===== src/rtl/fifo_pkg.sv =====
// fifo_pkg: shared async-FIFO constants and Gray-code helpers for the write and read pointer blocks.
package fifo_pkg;
  localparam int FIFO_SYNC_STAGES = 2;
  localparam int FIFO_PTR_MAX = 32;
  function automatic logic [FIFO_PTR_MAX-1:0] bin2gray(input logic [FIFO_PTR_MAX-1:0] b);
    return b ^ (b >> 1);
  endfunction
  // Callers zero-extend narrower pointers; leading zeros leave the low bits unaffected.
  function automatic logic [FIFO_PTR_MAX-1:0] gray2bin(input logic [FIFO_PTR_MAX-1:0] g);
    logic [FIFO_PTR_MAX-1:0] b;
    b[FIFO_PTR_MAX-1] = g[FIFO_PTR_MAX-1];
    for (int i = FIFO_PTR_MAX - 2; i >= 0; i--) b[i] = b[i+1] ^ g[i];
    return b;
  endfunction
endpackage


===== src/rtl/fifo_wptr_full_sync_r2w.sv =====
// sync_r2w: multi-flop synchroniser carrying the Gray read pointer into the write clock domain.
module sync_r2w
  import fifo_pkg::*;
#(
  parameter int W = 5
) (
  input  logic         wclk,
  input  logic         wrst_n,
  input  logic [W-1:0] rptr_i,
  output logic [W-1:0] wq2_rptr_o
);
  logic [FIFO_SYNC_STAGES-1:0][W-1:0] sync_q;
  always_ff @(posedge wclk or negedge wrst_n)
    if (!wrst_n) sync_q <= '0;
    else sync_q <= {sync_q[FIFO_SYNC_STAGES-2:0], rptr_i};
  assign wq2_rptr_o = sync_q[FIFO_SYNC_STAGES-1];
endmodule


===== src/rtl/fifo_wptr_full.sv =====
// fifo_wptr_full: async-FIFO write pointer, pessimistic full flag and overflow pulse in the wclk domain.
// Define FIFO_AFULL_EN to build the registered almost-full flag; otherwise wafull is tied low.
module fifo_wptr_full
  import fifo_pkg::*;
#(
  parameter int ADDRSIZE     = 4,
  parameter int AFULL_THRESH = 2
) (
  input  logic                wclk,
  input  logic                wrst_n,
  input  logic                winc,
  input  logic [ADDRSIZE:0]   rptr,
  output logic [ADDRSIZE-1:0] waddr,
  output logic [ADDRSIZE:0]   wptr,
  output logic                wfull,
  output logic                wovf,
  output logic                wafull
);
  localparam int PW = ADDRSIZE + 1;
  localparam int DEPTH = 1 << ADDRSIZE;
  logic [ADDRSIZE:0] wq2_rptr, wbin_q, wbin_d, wptr_q, wptr_d;
  logic wfull_q, wfull_d, wovf_q, wovf_d;
  sync_r2w #(.W(PW)) u_sync (
    .wclk      (wclk),
    .wrst_n    (wrst_n),
    .rptr_i    (rptr),
    .wq2_rptr_o(wq2_rptr)
  );
  // Full when the next Gray pointer is a whole lap ahead of the (stale) synced read pointer.
  always_comb begin
    wbin_d  = wbin_q + PW'(winc & ~wfull_q);
    wptr_d  = PW'(bin2gray(FIFO_PTR_MAX'(wbin_d)));
    wfull_d = wptr_d == {~wq2_rptr[ADDRSIZE:ADDRSIZE-1], wq2_rptr[ADDRSIZE-2:0]};
    wovf_d  = winc & wfull_q;
  end
  always_ff @(posedge wclk or negedge wrst_n)
    if (!wrst_n) begin
      wbin_q  <= '0;
      wptr_q  <= '0;
      wfull_q <= 1'b0;
      wovf_q  <= 1'b0;
    end else begin
      wbin_q  <= wbin_d;
      wptr_q  <= wptr_d;
      wfull_q <= wfull_d;
      wovf_q  <= wovf_d;
    end
`ifdef FIFO_AFULL_EN
  logic [ADDRSIZE:0] wcount;
  logic wafull_q, wafull_d;
  always_comb begin
    wcount   = wbin_d - PW'(gray2bin(FIFO_PTR_MAX'(wq2_rptr)));
    wafull_d = wcount >= PW'(DEPTH - AFULL_THRESH);
  end
  always_ff @(posedge wclk or negedge wrst_n)
    if (!wrst_n) wafull_q <= 1'b0;
    else wafull_q <= wafull_d;
  assign wafull = wafull_q;
`else
  assign wafull = 1'b0;
`endif
  assign waddr = wbin_q[ADDRSIZE-1:0];
  assign wptr  = wptr_q;
  assign wfull = wfull_q;
  assign wovf  = wovf_q;
endmodule


===== config.mk =====
export PLATFORM = sky130hd
export DESIGN_NAME = fifo_wptr_full
export DESIGN_NICKNAME = d
export VERILOG_FILES = /design/src/rtl/fifo_pkg.sv /design/src/rtl/fifo_wptr_full_sync_r2w.sv /design/src/rtl/fifo_wptr_full.sv
export SDC_FILE = /design/constraint.sdc
export NUM_CORES = 1
export LEC_CHECK = 0
export CORE_MARGIN = 5
export CORE_UTILIZATION = 49
export CTS_CLUSTER_DIAMETER = 60
export CTS_CLUSTER_SIZE = 24
export DETAILED_ROUTE_END_ITERATION = 8
export PLACE_DENSITY = 0.86
export SLEW_MARGIN = 15
export SYNTH_ARGS = -nofsm -noshare
export SYNTH_HDL_FRONTEND = slang
export SYNTH_SLANG_ARGS = --single-unit

===== constraint.sdc =====
create_clock -name wclk -period 3.8 [get_ports wclk]
set_input_delay 0.95 -clock wclk [delete_from_list [all_inputs] [get_ports wclk]]
set_output_delay 0.95 -clock wclk [all_outputs]
set_load 0.01 [all_outputs]

==> results.tsv <==
stage	metric	value	unit
clocking	cts_buffers	3	
drt	drtIter0Drc	4	
drt	routedWlPerCell	12.8	µm
critical_path	arrival	3.02	ns
die	core-area	1510	µm²
cells_and_area	drive_gt1_share	9.72	%
global_route	grt_pass1_vias	457	
critical_path	cp_max_fo	5	
clocking	ctsResizeCount	0	
synth	synth_warnings	0	
drt	dr.pass1.iters	4	
clocking	root_buffer	clkbuf_4	
sta	rsz0062_at_grt	false	
synth	ys_top_cells_by_area	dfrtp_1, xnor2_1, xor2_1	
die	dieArea	2480	µm²
synth	avgSynthCellArea	15.2	µm²
clocking	cts_hold_buf	0	
power_and_ir_drop	ir_drop	0.393	mV
clocking	cts.clk_slew.worst_paths	0.11	ns
sta	worstMarginPinSlew	0.876	ns
clocking	clock-sinks	21	
critical_path	cp-end-kind	flop	
synth	netlist_area	774	µm²
synth	ys_ff_latch	21	
power_and_ir_drop	p_leak	0.438	nW
clocking	cts_tree	built	
sta	period_share	74.5	%
clocking	postCtsSetupRepairBufs	0	
placement	place_congestion	0.782	
sta	max_freq	353	MHz
global_route	grt_pass1_wl	2000	µm
global_route	grt_use_met3	3.31	%
critical_path	critPathLaunchType	primary input	
drt	drc_errors	0	
placement	placed_area	967	µm²
cells_and_area	final_area	995	µm²
sta	final-setup-viol-count	0	
cells_and_area	fin_nets	83	
drt	vias	445	
die	initial_utilization	51.4	%
global_route	grt-ovfl-total	0	
power_and_ir_drop	p_total	0.828	mW
synth	synthDistinctLibCells	18	
synth	syn_nets	61	
global_route	antenna_found_initial	0	
power_and_ir_drop	switching_share	34.1	%
global_route	grt_use_met1	11.6	%
power_and_ir_drop	p_per_area	833	nW/µm²
sta	slew_headroom	41.4	%
synth	synth_top_area_cell	dfrtp_1	
power_and_ir_drop	p_sw	0.282	mW
critical_path	worstSetupPathType	in2reg	
clocking	cts_max_path_buffers	2	
placement	hpwl	856	µm
cells_and_area	synthToLayoutAreaGrowth	28.4	%
sta	min_period	2.83	ns
clocking	clk_latency	0.29	ns
global_route	grt_start_max_net_pins	22	
sta	hold_viol_final	0	
drt	via_per_inst	5.06	
synth	yosysTopAreaCellShare	67.9	%
synth	syn_inst	51	
die	ios	20	
power_and_ir_drop	intPower	0.546	mW
global_route	track_usage	10.6	%
power_and_ir_drop	combPwrFrac	47.0	%
placement	io_buffers	18	
global_route	busiest_layer	met2	
die	die_h	49.8	µm
drt	ant_nets	0	
cells_and_area	layout_common_cells	dfrtp_1, clkdlybuf4s50_1, xnor2_1	
clocking	cts_max_level	1	
power_and_ir_drop	pwr-share-seq	40.7	%
critical_path	crit_required	3.99	ns
run_status	status	finished, final reports clean	
sta	slew_viol_final	0	
synth	seq_area_frac_synth	67.9	%
global_route	grtUsageMet2	18.9	%
min_path	hold_path.class	reg2reg	
cells_and_area	diodes	0	
die	dieWidth	49.8	µm
drt	totalWireLength	1130	µm
die	rows	14	
sta	holdWs	0.361	ns
power_and_ir_drop	p_clk_share	12.3	%
sta	final.setup.tns	0	ns
sta	skew	0.00354	ns
flow_run	drv_cap	0	
cells_and_area	final_common_cell	dfrtp_1	
stage by stage:
stage	utilization (%)	setup slack, ns	std cells
finish	66.0	0.968	88
global route	66.0	0.799	88
CTS	66.0	0.968	88
detailed placement	64.2	0.656	84
global placement	64.2	0.719	84
floorplan	-	1.42	51
state kept, by name (all words and copies together), names as in the netlist:
name / count
wfull: 1
u_sync.sync_q: 5
wovf: 1
wptr: 4
u_sync.wq2_rptr_o: 5
wbin_q: 5
cell families (layout without fill, tap and decap cells):
group	Yosys count	after routing	share of synthesized area, %
xor gates and xnor gates	14	14	16.8
DFF	21	21	67.9
and+or+nand+nor	8	8	6.14
adders and majority gates	2	2	3.23
AOI/OAI and AO/OA	3	3	3.23
other	1	1	0.484
muxes	1	1	1.29
buffers and inverters	1	22	0.970
cells in the mapped netlist:
cell type / count
dfrtp_1: 21
xnor2_1: 7
xor2_1: 6
and2_1: 2
ha_1: 2
a21boi_0: 1
a21boi_2: 1
and3_2: 1
buf_4: 1
conb_1: 1
mux2i_1: 1
nand3_1: 1
nand4_1: 1
nor2_1: 1
nor2b_1: 1
nor4_1: 1
o22ai_1: 1
xnor2_2: 1
power by group through the flow:
stage / Combinational [mW] / Clock, mW / Sequential [mW]
5_1_grt: 0.422 / 0.120 / 0.349
6_report: 0.389 / 0.102 / 0.337
3_3_place_gp: 0.384 / 0 / 0.339
2_1_floorplan: 0.211 / 0 / 0.365
4_1_cts: 0.394 / 0.107 / 0.338
3_5_place_dp: 0.392 / 0 / 0.343
path summary, 6_finish.rpt:
kind                                            start                             end  slack, ns  depth (start not counted)
max reg2reg                           wfull$_DFF_PN0_                 wfull$_DFF_PN0_       1.70                          7
min in group asynchronous                      wrst_n                  wovf$_DFF_PN0_       1.14                          1
max in group asynchronous                      wrst_n             wbin_q[4]$_DFF_PN0_       2.12                          1
min reg2reg                u_sync.sync_q[1]$_DFF_PN0_  u_sync.wq2_rptr_o[1]$_DFF_PN0_       0.36                          0
max                                              winc                 wfull$_DFF_PN0_       0.97                          8
min                        u_sync.sync_q[1]$_DFF_PN0_  u_sync.wq2_rptr_o[1]$_DFF_PN0_       0.36                          0
layout make-up:
cell class,instances,area [µm²]
Sequential cell,21,526
Fill cell,117,512
Multi-Input combinational cell,29,241
Timing Repair Buffer,18,180
Clock buffer,3,22.5
Tap cell,16,20.0
Clock inverter,1,5.00
worst max-delay path: stages:
cell	delay, ns
clkdlybuf4s50_1	0.46
nor2b_1	0.14
ha_1	0.24
ha_1	0.29
xor2_1	0.33
xnor2_1	0.18
mux2i_1	0.11
nor4_1	0.34
layer usage:
layer	share of wire, %	wire [µm]	up-vias
li1	-	-	205
met3	9.6	108	0
met5	0	0	-
met1	37	420	225
met2	53	596	15
met4	0	0	0
No activity file was read; power rests on OpenSTA's default activity.
